File: config.mk
export PLATFORM = sky130hd
export DESIGN_NAME = mem_write_arbiter
export DESIGN_NICKNAME = d
export VERILOG_FILES = /design/src/rtl/smart_home_pkg.sv /design/src/rtl/mem_write_arbiter_rr_picker.sv /design/src/rtl/mem_write_arbiter.sv
export SDC_FILE = /design/constraint.sdc
export NUM_CORES = 1
export LEC_CHECK = 0
export BUFFER_PORTS_ARGS = -buffer_cell sky130_fd_sc_hd__buf_2
export CAP_MARGIN = 20
export CELL_PAD_IN_SITES_DETAIL_PLACEMENT = 1
export CELL_PAD_IN_SITES_GLOBAL_PLACEMENT = 2
export CORE_ASPECT_RATIO = 1.5
export CORE_MARGIN = 3
export CORE_UTILIZATION = 17
export CTS_CLUSTER_SIZE = 30
export DETAILED_ROUTE_END_ITERATION = 12
export PLACE_DENSITY_LB_ADDON = 0.1
export SETUP_SLACK_MARGIN = 0.5
export SLEW_MARGIN = 20
export SYNTH_ARGS = -nofsm -noshare
export SYNTH_HDL_FRONTEND = slang
export SYNTH_SLANG_ARGS = --single-unit
File: constraint.sdc
create_clock -name clk -period 1.2 [get_ports clk]
set_input_delay 0.06 -clock clk [delete_from_list [all_inputs] [get_ports clk]]
set_output_delay 0.06 -clock clk [all_outputs]
set_load 0.01 [all_outputs]
File: src/rtl/smart_home_pkg.sv
// smart_home_pkg: shared constants and types for the home-state memory arbiter
// Provides: MEM_DATA_W, DEF_NUM_REQ, requester indices, arbiter state enum.
package smart_home_pkg;
  localparam int MEM_DATA_W  = 35;
  localparam int DEF_NUM_REQ = 3;
  localparam int REQ_SENSOR  = 0;
  localparam int REQ_PANEL   = 1;
  localparam int REQ_TIMER   = 2;
  typedef enum logic [1:0] {IDLE, WRITE, SETTLE} arb_state_e;
endpackage

File: src/rtl/mem_write_arbiter_rr_picker.sv
// rr_picker: combinational pick of one request, searching upward from a start pointer
// Ports: i_req requests, i_ptr search start (< N), o_onehot/o_idx winner, o_valid any request.
module rr_picker #(
  parameter int N = 3
) (
  input  logic [N-1:0] i_req,
  input  logic [2:0]   i_ptr,
  output logic [N-1:0] o_onehot,
  output logic [2:0]   o_idx,
  output logic         o_valid
);
  logic [N-1:0] w_rot;
  // Rotating the doubled vector puts the pointer's requester at bit 0.
  assign w_rot = N'({i_req, i_req} >> i_ptr);
  assign o_valid = |i_req;
  always_comb begin
    o_idx = '0;
    for (int k = N - 1; k >= 0; k--) o_idx = w_rot[k] ? 3'((k + int'(i_ptr)) % N) : o_idx;
  end
  assign o_onehot = o_valid ? N'(1) << o_idx : '0;
endmodule

File: src/rtl/mem_write_arbiter.sv
// mem_write_arbiter: masked read-modify-write arbiter sharing one memory word between requesters
// Ports: clk/arst (sync, active-high); req/req_data/req_mask per requester; ack pulse,
// grant_id, busy; mem_wren/mem_din to the memory, mem_dout from it.
// Build option: MEM_ARB_RR_EN selects round-robin; otherwise lowest index wins.
module mem_write_arbiter
  import smart_home_pkg::*;
#(
  parameter int NUM_REQ = DEF_NUM_REQ,
  parameter int DATA_W  = MEM_DATA_W
) (
  input  logic                      clk,
  input  logic                      arst,
  input  logic [NUM_REQ-1:0]        req,
  input  logic [NUM_REQ*DATA_W-1:0] req_data,
  input  logic [NUM_REQ*DATA_W-1:0] req_mask,
  output logic [NUM_REQ-1:0]        ack,
  output logic [2:0]                grant_id,
  output logic                      busy,
  output logic                      mem_wren,
  output logic [DATA_W-1:0]         mem_din,
  input  logic [DATA_W-1:0]         mem_dout
);
  arb_state_e r_state, w_next;
  logic [NUM_REQ-1:0] w_onehot;
  logic [2:0] w_idx, w_ptr;
  logic w_valid, w_go;
  logic [DATA_W-1:0] w_data, w_mask, w_merge;
`ifdef MEM_ARB_RR_EN
  logic [2:0] r_ptr;
  assign w_ptr = r_ptr;
  always_ff @(posedge clk)
    if (arst) r_ptr <= '0;
    else if (w_go) r_ptr <= (w_idx == 3'(NUM_REQ - 1)) ? '0 : w_idx + 3'd1;
`else
  assign w_ptr = '0;
`endif
  rr_picker #(.N(NUM_REQ)) u_pick (
    .i_req(req), .i_ptr(w_ptr), .o_onehot(w_onehot), .o_idx(w_idx), .o_valid(w_valid)
  );
  always_comb begin
    w_data = '0;
    w_mask = '0;
    for (int i = 0; i < NUM_REQ; i++) begin
      w_data = w_data | (w_onehot[i] ? req_data[i*DATA_W +: DATA_W] : '0);
      w_mask = w_mask | (w_onehot[i] ? req_mask[i*DATA_W +: DATA_W] : '0);
    end
    w_merge = (mem_dout & ~w_mask) | (w_data & w_mask);
    w_go = (r_state == IDLE) && w_valid;
    w_next = (r_state == WRITE) ? SETTLE : (w_go ? WRITE : IDLE);
  end
  always_ff @(posedge clk) begin
    if (arst) begin
      r_state  <= IDLE;
      ack      <= '0;
      mem_wren <= 1'b0;
      mem_din  <= '0;
      grant_id <= '0;
      busy     <= 1'b0;
    end else begin
      r_state  <= w_next;
      ack      <= w_go ? w_onehot : '0;
      mem_wren <= w_go;
      busy     <= w_next != IDLE;
      if (w_go) begin
        grant_id <= w_idx;
        mem_din  <= w_merge;
      end
    end
  end
endmodule

======== Yosys cells after proc, flatten, opt, wreduce, memory -nomap -nowiden ========
Index checks and enable logic that the tools add are counted.
word-level totals
  register bits ........................... 45
  logic and storage cells ................. 34
  output and inout port bits .............. 43
  bits of input ports ..................... 250
cells by class
  reductions and logical operators ........ 5
  multiplexer cells ....................... 12
  equality and inequality tests ........... 1
  bitwise gates (word level) .............. 9
  shift operators ......................... 1
operators with widths
  operator                                                                count
  35-bit two-way mux                                                      6
  35-bit OR                                                               5
  35-bit bitwise AND                                                      2
  35-bit NOT                                                              1
  3-bit two-way mux                                                       3
  2-bit two-way mux                                                       2
  3-bit OR reduction                                                      1
  1-bit by 3-bit << shifter with 3-bit output (first input constant)      1
  2-bit by 1-bit equality test with 1-bit output (second input constant)  1
  2-bit logical NOT                                                       1
  2-bit nonzero test                                                      1
  2-bit OR reduction                                                      1
  1-bit logical AND                                                       1
  1-bit two-way mux                                                       1
  1-bit NOT                                                               1

======== Longest topological paths before layout ========
Gate-level depths: netlist of the first run.
  depth after elaboration ................. 11
  gate-level depth with buffers ........... 7
  mapped depth without buffers ............ 5

======== Modules after synthesis ========
From an unflattened synthesis of the first run, not the netlist that was laid out.
unflattened totals
  cell total of the unflattened synthesis .. 384
  area, all modules ....................... 3,607.2 µm²
modules (own cells, without submodules)
  module             cells an instance  instances  area an instance (µm²)  seq. area each (µm²)
  mem_write_arbiter  268                1          2,713.9                 900.9
  rr_picker          116                1          893.4                   0.0

======== Worst setup path after synthesis of the first run ========
No wires, ideal clock.
  path kind ............................... register to register
  start ................................... register r_state[0]
  end ..................................... register mem_din[0]
  stages on the path, launching flop included .. 5
  required time ........................... 1,130 ps
  data arrival time ....................... 1,247 ps
  buffers on the path ..................... 2
  slack ................................... -117 ps
  library setup time ...................... 70 ps
  clock period less this slack ............ 1,317 ps
  cells stage by stage .................... dfxtp_1 -> or4_4 -> buf_6 -> buf_6 -> o2bb2ai_1
between the ends
  cells in the longest elaborated chain, start to end .. 2
RTL lines
  element                   line                     source
  start: declaration        mem_write_arbiter.sv:23  arb_state_e r_state, w_next;
  start signal: assignment  mem_write_arbiter.sv:60  r_state <= w_next;
  2-bit logical NOT         mem_write_arbiter.sv:48  w_go = (r_state == IDLE) && w_valid;
  1-bit logical AND         mem_write_arbiter.sv:48
  end signal: assignment    mem_write_arbiter.sv:66  mem_din <= w_merge;
  end: declaration          mem_write_arbiter.sv:20  output logic [DATA_W-1:0] mem_din,
No other way between the ends.
A chain may end at the register's enable or synchronous reset.

======== Worst setup path in the final report of the first run ========
  start ................................... register r_state[1]
  end ..................................... register grant_id[1]
between the ends
  cells in the longest elaborated chain, start to end .. 2
RTL lines
  element                 line                     source
  2-bit logical NOT       mem_write_arbiter.sv:48
  1-bit logical AND       mem_write_arbiter.sv:48
  end signal: assignment  mem_write_arbiter.sv:65  grant_id <= w_idx;
  end: declaration        mem_write_arbiter.sv:17  output logic [2:0] grant_id,
No other way between the ends.

==> results.txt, run 1 <==
STA classifies the critical path startpoint as a flip-flop. The flow ran to the end, but the final reports show violations. The type of the worst min-delay path is in -> reg. In the final layout, the share of cells above drive strength 1 is 57.7%.

The post-synthesis simple-gate area fraction works out to 18.0%. The first global-routing pass estimated 25.5 mm of wire. After synthesis, the largest family of logic cells by area is compound AO/OA/AOI/OAI gates. The number of synthesis warnings came out at 0. The shortest clock period the worst path allows after layout is 1320 ps. The finished cells cover 0.00584 mm^2.

Share of synthesized flip-flops with an asynchronous set or reset: 0%. Of the total synthesized cell area, the portion taken by full adders, half adders and majority gates is 0%. Total count of hold-check failures in the final report: 0.

The commonest cells after synthesis are a21oi_1 (70), a2bb2oi_1 (70), nand3b_1 (70), dfxtp_1 (44). The startpoint identified for the worst register-to-register timing path is r_state[1]. The kind of critical path is reg -> reg. The area of the mapped netlist was 0.00336 mm^2; the via density per instance was 4.65. In the synthesized netlist the dominant register cell turns out to be dfxtp_1. The highest-delay cell along the critical path was or4_4. The die covers 0.0215 mm^2. The buffer and inverter count on the worst path is 0.

Ranked by total cell area, the synthesized netlist is headed by dfxtp_1 (26%), a2bb2oi_1 (18%), nand3b_1 (16%). The total leakage power is 2.72 nW, and the portion of synthesized cell area occupied by the leading cell type is 26.2%. Synthesis instantiated 24 different standard cells from the library. For this block, the initial DRC count from the detailed router was 71.

Setup repair after global routing could not meet its margin everywhere. Of all cell types, the one taking the most synthesized area is dfxtp_1. The maximum clock path buffer count came out at 2.

For this run the aggregate overflow at the end of global routing stands at 0. When the netlist entered floorplanning its net count stood at 636. Floorplan row count: 62. The reported max-cap violation count came out at 0. The final reports fail on setup timing.

Compared with the post-synthesis result, the final layout area differs by 73.7%. Along the worst path, the maximum fanout reaches 4. The clock tree synthesis step divided the H-tree into 2 levels.

The clock latency of the later-clocked register in the worst-skew pair is 290 ps, and the setup violation total in the final timing report is 41. The critical path goes through or4_4 > nor4b_4 > a21o_1. After detailed routing, the average wire length per cell comes to 18.9 um. The chip width was 121 um. STA classifies the critical path endpoint as a flip-flop. The achievable frequency was 0.759 GHz.

TritonCTS built the clock tree. The startpoint identified for the worst hold timing path is mem_dout[13]. The post-route clock period utilization is 110%. The die is 178 um tall. The tools report the initial antenna violation count as 2. The first detailed-routing pass took 4 iterations. A synthesized cell averages 8.71 um^2. The run gives -117 ps as the final worst-path setup slack. The tools report the maximum clock skew at final layout as 3.69 ps.

Pin placement for this block handled 293 I/O pins. STA puts the critical path data arrival time at 1550 ps. The tools report the max-slew violation count as 0. The synthesized netlist devotes 38.2% of its cell area to compound gates. Summing all placed instances gives a cell area of 0.00526 mm^2. The initial utilization of the core area, before any placement, comes to 17.4%. Counting the buffers created by CTS gives 5.

Clock-pin slew was measured on the worst setup and hold paths at 70 ps. On the worst path, the slowest cell contributes a delay of 570 ps. The logs give 15.2% for the overall fraction of global-route tracks in use and 14.4 mm for the placed wire-length estimate. The routed layout has 4356 vias. The tools report the number of sinks on the clock net as 44.

At the end of routability-driven placement, the weighted congestion stood at 0.773. The cell count after synthesis came out at 386. Data on the critical path is required at its endpoint by 1430 ps.

The count of state elements after synthesis is 44, and the parity-gate share of the synthesized area counting xor and xnor cells is 0%. Pin count of the biggest net entering global routing: 50. After layout, the design draws a total of 5.36 mW.

IR analysis of the VDD net gives a maximum drop of 0.454 mV. The number of enable flip-flop cells after synthesis is 0. The area of the core region is 0.0193 mm^2, and the multiplexer fraction of the synthesized cell area is 10.4%. Among cell families on the critical path, the largest total delay comes from simple AND/OR/NAND/NOR gates. The launch point of the worst path was r_state[1]. The run gives 925 as the final layout net count. The reg-to-reg setup timing slack is -120 ps, and the total of buffers placed on input and output ports is 291.

The root buffer cell was clkbuf_16. Summed over all layers, the routed wires come to 17.7 mm. Via count of the first global-routing pass: 4710. In this run the power density over the cells is 918 mW/mm^2.

The run gives 0 as the final antenna-violating net count. The post-route DRC violation count is 0, and the sequential-to-total area share from yosys stat is 26.2%.
-- logic make-up after synthesis --
| logic type | Yosys count |
|---|---|
| AOI/OAI and AO/OA | 177 |
| buffers and inverters | 50 |
| DFF | 44 |
| muxes | 35 |
| other | 1 |
| and+or+nand+nor | 79 |
-- final timing paths --
check	to	cells past startpoint
max reg2reg	grant_id[1]	3
min	mem_din[13]	3
min reg2reg	mem_din[27]	1
max	grant_id[1]	3
-- state kept, by name, summed over array words and instances, names as in the netlist --
register  cells
busy          1
mem_din      35
grant_id      2
ack           3
r_state       2
mem_wren      1
-- metrics by stage --
step	hold WS [ps]	util [%]	cells	TNS (ps)	setup WS (ps)
after global placement	323	27.2	918	-4020	-178
after detailed placement	344	27.2	918	-4850	-185
after CTS	29.6	29.9	930	-3290	-115
after global routing	51.6	30.2	934	-5330	-169
final	36.7	30.2	936	-3340	-117
after floorplan	143	-	386	-2510	-86.5
-- worst reg2reg max path, delay by kind of cell (launching register included) --
kind	cells	cell delay [ps]
simple gates	2	830
compound gates	1	110
flops	1	320
-- what timing repair did --
| action | CTS | global route |
|---|---|---|
| endpoints found under the setup margin | 86 | 86 |
| setup buffers | 4 | 2 |
| resized for setup | 92 | 11 |
| pin swaps | 1 | 0 |
| hold buffers | 0 | 0 |
-- report_power, final --
group	switching, mW	internal [mW]
clock	0.624	0.990
sequential	0.113	1.65
combinational	0.851	1.13
-- cell usage in the layout, fill, tap and decap left out, types with 4 or more instances in the layout --
| master | n |
|---|---|
| o2bb2ai_1 | 35 |
| buf_12 | 8 |
| clkbuf_16 | 5 |
| nand3b_1 | 70 |
| buf_2 | 248 |
| a2bb2oi_1 | 70 |
| mux2i_1 | 35 |
| dfxtp_2 | 43 |
| buf_4 | 29 |
| diode_2 | 4 |
| a21oi_1 | 70 |
| buf_6 | 42 |
-- cell type report --
type / count / area, um^2
diodes: 4 / 10.0
clock buffers: 5 / 125
flip-flops and latches: 44 / 935
multi-input cells: 292 / 2270
fillers: 2325 / 13500
well taps: 256 / 320
inverters: 3 / 11.3
clock inverters: 3 / 46.3
repair buffers: 329 / 2120
-- metal layers --
metal  GRT usage, %  vias to the layer above  share of wire (%)
li1               -                     2092                  -
met2           31.3                      161                 58
met3           3.08                       16                5.8
met1           14.8                     2087                 35
met4           4.49                        0                1.7
met5              0                        -                  0
No activity file was read; power rests on OpenSTA's default activity.
==> run 2, diff against run 1 <==
--- a/config.mk
+++ b/config.mk
@@ -11,7 +11,7 @@
 export CELL_PAD_IN_SITES_GLOBAL_PLACEMENT = 2
 export CORE_ASPECT_RATIO = 1.5
 export CORE_MARGIN = 3
-export CORE_UTILIZATION = 17
+export CORE_UTILIZATION = 18
 export CTS_CLUSTER_SIZE = 30
 export DETAILED_ROUTE_END_ITERATION = 12
 export PLACE_DENSITY_LB_ADDON = 0.1
@@ -19,4 +19,5 @@
 export SLEW_MARGIN = 20
 export SYNTH_ARGS = -nofsm -noshare
 export SYNTH_HDL_FRONTEND = slang
+export SYNTH_HIERARCHICAL = 1
 export SYNTH_SLANG_ARGS = --single-unit
==> results.txt, run 2 <==
The run finished, with violations left. Violated checks: setup timing (unchanged). The type of destination of the critical path is a flip-flop (unchanged).

The area of the core region was 0.0194 mm^2 (was 0.0193 mm^2); the number of buffers inserted during clock tree synthesis was 5 (unchanged). The area taken by multi-input logic gates was 0.00255 mm^2 (was 0.00227 mm^2). For the area of the mapped netlist, the log shows 0.00361 mm^2 (was 0.00336 mm^2).

The per-cell routed wire length is 21.2 um (was 18.9 um), and the detailed-routing iteration count for the pre-antenna-repair pass is 6 (was 4). The mean area per synthesized cell came out at 9.39 um^2 (was 8.71 um^2). The worst pin sits at a relative slew slack of 46.1%. Among all cell types in the netlist, the one instantiated most often is a222oi_1. Count of unique library cells instantiated by Yosys: 56 (was 24). The tools report the maximum clock skew at final layout as 5.51 ps (was 3.69 ps).

The tools report the total instance count after detailed placement as 969 (was 918). The via count of the first global-routing pass was 5068 (was 4710); the fraction of layout cells with a size suffix above 1 was 59.2% (was 57.7%). The largest fanout on the critical path came out at 6 (was 4).

For the final cell area excluding filler cells, the log shows 0.00675 mm^2 (was 0.00584 mm^2). The flip-flop count of the largest register after layout is 35 (unchanged). The top register by number of flip-flops is mem_din (unchanged).

The logs give 0.405 GHz (was 0.759 GHz) for the achievable frequency and 7.94 mW (was 5.36 mW) for the total power. The gate count after technology mapping is 384 (was 386), and the first-pass GRT wire length is 29.9 mm (was 25.5 mm). Synth cell count leaders: a222oi_1 (71), inv_1 (48), dfxtp_1 (45), mux2i_1 (40), a22o_1 (35) (was a21oi_1 (70), a2bb2oi_1 (70), nand3b_1 (70), dfxtp_1 (44)). The register cell area after layout was 961 um^2 (was 935 um^2).

Final antenna-violating net count: 0 (unchanged). The reported max-cap violation count was 0 (unchanged). The number of enable flip-flop cells after synthesis is 0 (unchanged), and the number of antenna cells inserted is 0 (was 4). The count of state elements after synthesis works out to 45 (was 44). For the final worst-path setup slack, the log shows -1270 ps (was -117 ps). Total count of hold-check failures in the final report: 0 (unchanged).

Top flop regs: mem_din (35), ack (3), grant_id (3) (was mem_din (35), ack (3)). The number of sinks on the clock net was 45 (was 44); the number of synthesis warnings was 6 (was 0). The setup violation total in the final timing report was 39 (was 41).

Setup repair after global routing could not meet its margin everywhere. The chip width works out to 122 um (was 121 um). The type of the worst min-delay path is in -> reg (unchanged). For the data arrival at the endpoint of the critical path, the log shows 2650 ps (was 1550 ps). The number of DRC markers in iteration 0 is 341 (was 71), and the power per cell area is 1180 mW/mm^2 (was 918 mW/mm^2). The leftover overflow at the end of global routing was 0 (unchanged); the sequential-to-total area share from yosys stat was 25.0% (was 26.2%). The maximum ir drop on the vdd rail is 0.514 mV (was 0.454 mV), and the clock latency of the later-clocked register in the worst-skew pair is 290 ps (about the same). Initial antenna violation count: 2 (unchanged). Height of the chip: 179 um (was 178 um). The shortest clock period the worst path allows after layout was 2470 ps (was 1320 ps).

The run gives 1013 (was 925) as the final layout net count. Top cells by area, synth: dfxtp_1 (25%), a222oi_1 (20%), mux2i_1 (11%) (was dfxtp_1 (26%), a2bb2oi_1 (18%), nand3b_1 (16%)). Post-route clock period utilization: 206% (was 110%).

Startpoint class of the critical path: an input pin (was a flip-flop). The share of synthesized flip-flops with an asynchronous set or reset came out at 0% (unchanged). The maximum clock path buffer count is 2 (unchanged), and the area growth from synthesis to layout is 87.1% (was 73.7%). The logs give 62 (unchanged) for the floorplan row count and 1380 ps (was 1430 ps) for the endpoint required time on the critical path.

Pin count of the biggest net entering global routing: 43 (was 50). The placed wire-length estimate is 16.9 mm (was 14.4 mm). The weighted congestion reported at the end of routability-driven placement is 0.822 (was 0.773). The count of pins on the block boundary was 293 (unchanged).

For the overall fraction of global-route tracks in use, the log shows 18.0% (was 15.2%). The most common library cell in the layout ignoring fill and taps is buf_2 (unchanged). Most frequent cells in the layout: buf_2 (248), a222oi_1 (71), buf_6 (57) (was buf_2 (248), nand3b_1 (70), a21oi_1 (70), a2bb2oi_1 (70), dfxtp_2 (43)). The detailed-route wire length was 21.2 mm (was 17.7 mm); the initial standard-cell utilization of the core was 18.6% (was 17.4%). The number of H-tree branching levels is 2 (unchanged), and the floorplan die area is 0.0218 mm^2 (was 0.0215 mm^2). The total vias in the final route came out at 4830 (was 4356).

Count of fill cells added during filler insertion: 2280 (was 2325). The tools report the placement-stage cell area as 0.00579 mm^2 (was 0.00526 mm^2). Kind of critical path: in -> reg (was reg -> reg). The library cell occupying the most area in the post-synthesis netlist is dfxtp_1 (unchanged). Portion of synthesized cell area occupied by the leading cell type: 25.0% (was 26.2%). The tools report the final cell count without fillers as 1002 (was 936).

Total of buffers placed on input and output ports: 292 (was 291). Count of hold buffers inserted by post-cts repair: 0 (unchanged). The tools report the total leakage power as 3.46 nW (was 2.72 nW).

The tools report the max-slew violation count as 0 (unchanged). The clock transition at the register clock pins on the worst setup and hold paths after CTS came out at 70 ps (about the same). The most instantiated flip-flop cell in the synthesis netlist was dfxtp_1 (unchanged). For the pin with the worst max-slew slack, the measured transition is 789 ps. The run gives 0 (unchanged) as the post-route DRC violation count. Via density per instance: 4.82 (was 4.65). The tools report the post-placement worst setup slack as -1700 ps (was -185 ps). TritonCTS built the clock tree. The root buffer cell was clkbuf_16 (unchanged).
==> run 2: cell types whose count changed after synthesis, sizes merged, moves of 6 or more <==
cell / before / now
a22o: 0 / 35
nor3b: 1 / 7
inv: 3 / 48
nand3b: 70 / 3
o2bb2ai: 35 / 0
ha: 0 / 17
nor2: 2 / 12
a222oi: 0 / 71
a21oi: 70 / 3
clkbuf: 24 / 13
a2bb2oi: 70 / 1
==> run 2: final timing paths <==
kind,startpoint,endpoint,slack [ps],depth (start not counted)
setup / recovery,req[1],mem_din[33],-1270,13
hold / removal,mem_dout[32],mem_din[32],160,4
setup reg to reg,r_state[1],mem_din[12],-50,4
hold reg to reg,mem_din[11],mem_din[11],480,1
==> run 2: where the power goes <==
part | switching, mW | internal [mW]
registers | 0.157 | 1.75
logic | 2.01 | 2.55
clock network | 0.590 | 0.883
total | 2.76 | 5.18
==> run 2: routing by layer <==
layer / share of wire (%) / wire [um] / track usage [%] / vias to the layer above
li1: - / - / - / 2262
met2: 57 / 12100 / 36.0 / 179
met4: 2.0 / 435 / 6.31 / 4
met1: 34 / 7320 / 18.0 / 2364
met5: 0.12 / 26 / 0 / -
met3: 6.4 / 1370 / 3.80 / 21
==> run 2: cell type report <==
| cell class | count | share of cell area (%) |
|---|---|---|
| Clock buffer | 7 | 2.26 |
| Sequential cell | 45 | 14.2 |
| Inverter | 48 | 2.67 |
| Timing Repair Buffer | 364 | 38.3 |
| Tap cell | 256 | 4.75 |
| Clock inverter | 1 | 0.0741 |
| Multi-Input combinational cell | 281 | 37.7 |
==> run 2: cell families after synthesis <==
| kind of cell | share of synthesized area (%) |
|---|---|
| compound gates | 34.4 |
| mux | 11.5 |
| xor+xnor | 1.67 |
| other cells | 0.104 |
| flops | 25.0 |
| buf+inv | 11.2 |
| fa+ha+maj | 6.45 |
| simple gates | 9.71 |
==> run 2: worst max-delay path: stages <==
cell and delay (ps):
buf_8 70, nor3b_2 140, a211o_1 140, nand4_1 110, or2b_1 230, a222oi_1 360
buf_4 220, nor3_4 70, buf_12 150, buf_6 130, a222oi_1 560, mux2i_1 200
a22o_1 220
==> run 2: per-stage QoR <==
step	utilization, %	TNS, ps	hold WS [ps]
CTS	33.0	-41180	154
global placement	29.9	-54380	440
finish	34.8	-41410	159
detailed placement	29.9	-55560	452
global route	34.8	-48450	192
floorplan	-	-27110	345
==> run 2: timing repair <==
item,CTS,global route
endpoints found under the setup margin,88,88
gates resized for setup,70,81
pin swaps,38,36
gates cloned,4,2
buffers inserted,8,11
==> run 3, diff against run 2 <==
--- a/config.mk
+++ b/config.mk
@@ -5,6 +5,7 @@
 export SDC_FILE = /design/constraint.sdc
 export NUM_CORES = 1
 export LEC_CHECK = 0
+export ABC_AREA = 1
 export BUFFER_PORTS_ARGS = -buffer_cell sky130_fd_sc_hd__buf_2
 export CAP_MARGIN = 20
 export CELL_PAD_IN_SITES_DETAIL_PLACEMENT = 1
==> results.txt, run 3 <==
The flow ran to the end, but the final reports show violations. Violated checks: setup timing (unchanged). For the via count of the first global-routing pass, the log shows 6549 (was 5068). The setup violation total in the final timing report is 38 (was 39), and the sequential-to-total area share from yosys stat is 19.5% (was 25.0%). The top register by number of flip-flops is mem_din (unchanged). The run gives 2 (unchanged) as the maximum clock path buffer count. The share of synthesized flip-flops with an asynchronous set or reset was 0% (unchanged).

Number of H-tree branching levels: 2 (unchanged). For the final layout net count, the log shows 1435 (was 1013). For the power spent charging and discharging nets, the log shows 3.54 mW (was 2.76 mW).

The area of the mapped netlist was 0.00462 mm^2 (was 0.00361 mm^2); the initial antenna violation count was 4 (was 2). The clock latency of the later-clocked register in the worst-skew pair is 310 ps (was 290 ps), and the area taken by multi-input logic gates is 0.00348 mm^2 (was 0.00255 mm^2). The tools report the maximum clock skew at final layout as 8.60 ps (was 5.51 ps). The tools report the root buffer cell as clkbuf_16 (unchanged). The maximum ir drop on the vdd rail was 0.549 mV (was 0.514 mV). The library cell appearing most often on the critical path was nand2_2 (was a222oi_1). The worst hold path depth works out to 2 (was 4). The max-slew violation count was 0 (unchanged).

The count of state elements after synthesis came out at 45 (unchanged). The chip width was 137 um (was 122 um). Top flop regs: mem_din (35), ack (3), grant_id (3) (unchanged). Top cells by area, synth: nand2_1 (30%), dfxtp_1 (19%), inv_1 (8.2%) (was dfxtp_1 (25%), a222oi_1 (20%), mux2i_1 (11%)). Endpoint of the worst-slack reg-to-reg timing path: mem_din[29] (was mem_din[12]). The most instantiated flip-flop cell in the synthesis netlist is dfxtp_1 (unchanged). Leftover overflow at the end of global routing: 0 (unchanged).

The tools report the area of the core region as 0.0251 mm^2 (was 0.0194 mm^2). Most frequent cells in the layout: nand2_1 (303), buf_2 (247), inv_1 (92) (was buf_2 (248), a222oi_1 (71), buf_6 (57)). The tools report the initial standard-cell utilization of the core as 18.4% (was 18.6%). The count of unique library cells instantiated by Yosys came out at 34 (was 56). The tools report the placed wire-length estimate as 18.9 mm (was 16.9 mm). The flip-flop count of the largest register after layout was 35 (unchanged).

The clock transition at the register clock pins on the worst setup and hold paths after CTS was 80 ps (was 70 ps). TritonCTS built the clock tree. Type of the worst min-delay path: in -> reg (unchanged). The shortest clock period the worst path allows after layout is 1730 ps (was 2470 ps). The total of buffers placed on input and output ports works out to 292 (unchanged). The tools report the beginning of the worst register-to-register path as r_state[0] (was r_state[1]). The number of enable flip-flop cells after synthesis is 0 (unchanged), and the largest fanout on the critical path is 7 (was 6). The final cell area excluding filler cells came out at 0.00824 mm^2 (was 0.00675 mm^2).

The internal cell power came out at 5.03 mW (was 5.18 mW). The portion of synthesized cell area occupied by the leading cell type works out to 29.6% (was 25.0%). The endpoint required time on the critical path came out at 1450 ps (was 1380 ps). The gate count after technology mapping was 812 (was 384). The mean area per synthesized cell was 5.69 um^2 (was 9.39 um^2); the detailed-routing iteration count for the pre-antenna-repair pass was 4 (was 6). The total count of hold-check failures in the final report was 0 (unchanged).

Highest-delay cell along the critical path: clkbuf_16 (was a222oi_1). Most instantiated library cell after synthesis: nand2_1 (was a222oi_1). The number of cells on the worst reg-to-reg path is 7 (was 4), and the first-pass GRT wire length is 35.4 mm (was 29.9 mm). The run gives 6 (unchanged) as the number of synthesis warnings. The most common library cell in the layout ignoring fill and taps is nand2_1 (was buf_2). The total power is 8.57 mW (was 7.94 mW). Synth cell count leaders: nand2_1 (365), inv_1 (101), nand3_1 (65), nor2_1 (49), dfxtp_1 (45) (was a222oi_1 (71), inv_1 (48), dfxtp_1 (45), mux2i_1 (40), a22o_1 (35)).

The run gives -60 ps (was -50 ps) as the reg-to-reg setup timing slack. The run gives 36 (was 43) as the pin count of the biggest net entering global routing. The via density per instance is 4.21 (was 4.82). The tools report the overall fraction of global-route tracks in use as 16.9% (was 18.0%). The end point of the worst hold path is mem_din[8] (was mem_din[32]).

For the post-route DRC violation count, the log shows 0 (unchanged). The achievable frequency came out at 0.577 GHz (was 0.405 GHz). The data arrival at the endpoint of the critical path was 1980 ps (was 2650 ps); the combinational share of power was 59.5% (was 57.4%).

The type of destination of the critical path was a flip-flop (unchanged). The run gives 0.00676 mm^2 (was 0.00579 mm^2) as the placement-stage cell area. Setup repair after global routing could not meet its margin everywhere. The weighted congestion reported at the end of routability-driven placement came out at 0.761 (was 0.822). Count of fill cells added during filler insertion: 3271 (was 2280). The launch instance of the worst min-delay path was arst (was mem_dout[32]). Kind of critical path: in -> reg (unchanged). The portion of total power attributed to the clock network is 18.3% (was 18.5%), and the number of buffers inserted during clock tree synthesis is 5 (unchanged).

Startpoint class of the critical path: an input pin (unchanged). Ordered list of cells on the worst path: buf_6 > inv_8 > o21ai_2 > nand2_1 > o211ai_1 > nand2_2 > inv_2 > nor2_1 > nand2_1 > nand2_2 > buf_4 > nor2_4 > buf_4 > buf_6 > clkbuf_16 > nand2_2 > nand4_1 > nand3_1 > a21oi_1 (was buf_8 > nor3b_2 > a211o_1 > nand4_1 > or2b_1 > a222oi_1 > buf_4 > nor3_4 > buf_12 > buf_6 > a222oi_1 > mux2i_1 > a22o_1). The tools report the final worst-path setup slack as -533 ps (was -1270 ps). The per-cell routed wire length was 17.9 um (was 21.2 um). The library cell occupying the most area in the post-synthesis netlist is nand2_1 (was dfxtp_1).

The fraction of layout cells with a size suffix above 1 came out at 49.1% (was 59.2%). The total vias in the final route was 6312 (was 4830); the post-route clock period utilization was 144% (was 206%). The net switching fraction of the power is 41.3% (was 34.7%).

The final antenna-violating net count was 0 (unchanged); the height of the chip was 202 um (was 179 um). Area growth from synthesis to layout: 78.3% (was 87.1%). The largest stage delay on the critical path is 170 ps (was 560 ps), and the power per cell area is 1040 mW/mm^2 (was 1180 mW/mm^2). The post-route setup TNS came out at -16960 ps (was -41410 ps). The number of DRC markers in iteration 0 was 132 (was 341). The run gives 951 um^2 (was 961 um^2) as the register cell area after layout. The logs give 4.54 nW (was 3.46 nW) for the total leakage power and 45 (unchanged) for the number of sinks on the clock net.

The count of pins on the block boundary came out at 293 (unchanged). The logs give 0 (unchanged) for the reported max-cap violation count and 22.2% (was 24.0%) for the fraction of power consumed by sequential logic. The detailed-route wire length came out at 26.9 mm (was 21.2 mm). The floorplan die area is 0.0277 mm^2 (was 0.0218 mm^2), and the floorplan row count is 71 (was 62).
run 3: how the worst max path moves through the flow:
stage / to / startpoint / cells past startpoint / slack, ps
finish: mem_din[18] / req[0] / 19 / -530
global route: mem_din[18] / req[0] / 19 / -700
CTS: mem_din[14] / req[0] / 20 / -470
detailed placement: mem_din[33] / req[2] / 21 / -880
global placement: mem_din[5] / req[0] / 18 / -880
floorplan: mem_din[24] / req[0] / 17 / -380
run 3: cell families (layout without fill, tap and decap cells):
kind of cell	after synthesis	in the layout	share of synthesized area (%)
compound gates	48	48	7.04
xor+xnor	2	2	0.379
fa+ha+maj	18	18	5.03
buf+inv	146	480	15.3
flops	45	45	19.5
mux	1	1	0.217
other cells	1	27	0.0811
simple gates	551	551	52.5
run 3: what timing repair did:
item | 4_1_cts | 5_1_grt
cloned | 3 | 18
hold buffers | 0 | 0
pin swaps | 3 | 37
resized for setup | 58 | 146
endpoints found under the setup margin | 87 | 87
buffers inserted | 6 | 15
run 3: final cells by class:
cell class              count  share of cell area (%)
multi-input cells         643                    42.2
repair buffers            363                    34.2
flip-flops and latches     45                    11.5
inverters                 109                    5.09
well taps                 328                    4.98
clock buffers               5                    1.52
clock inverters             3                   0.349
diodes                      4                   0.121
run 3: power groups by stage:
stage                     Combinational [mW]  Clock (mW)  Sequential, mW
after floorplan                         2.34           0            1.94
after global placement                  3.71           0            1.84
after detailed placement                3.73           0            1.84
after CTS                               4.12        1.66            1.84
after global routing                    5.65        1.71            1.93
final                                   5.10        1.57            1.90
run 3: metal layers:
metal / vias up / global-route usage [%] / share of wire [%]
met1: 2936 / 16.7 / 34
met3: 17 / 2.86 / 4.7
li1: 3218 / - / -
met5: - / 0 / 0
met2: 141 / 34.9 / 60
met4: 0 / 4.21 / 1.5
run 3: worst max-delay path, delay by kind of cell:
kind | cells | cell delay [ps]
and+or+nand+nor | 9 | 800
AOI/OAI and AO/OA | 3 | 350
buffers and inverters | 7 | 770
run 3: stage by stage:
stage | cells | worst slack (ps) | hold WS (ps) | util (%)
6_report | 1500 | -533 | 119 | 32.8
5_1_grt | 1500 | -703 | 122 | 32.8
4_1_cts | 1463 | -475 | 101 | 28.9
3_5_place_dp | 1446 | -885 | 443 | 26.9
3_3_place_gp | 1446 | -878 | 438 | 26.9
2_1_floorplan | 834 | -375 | 135 | -
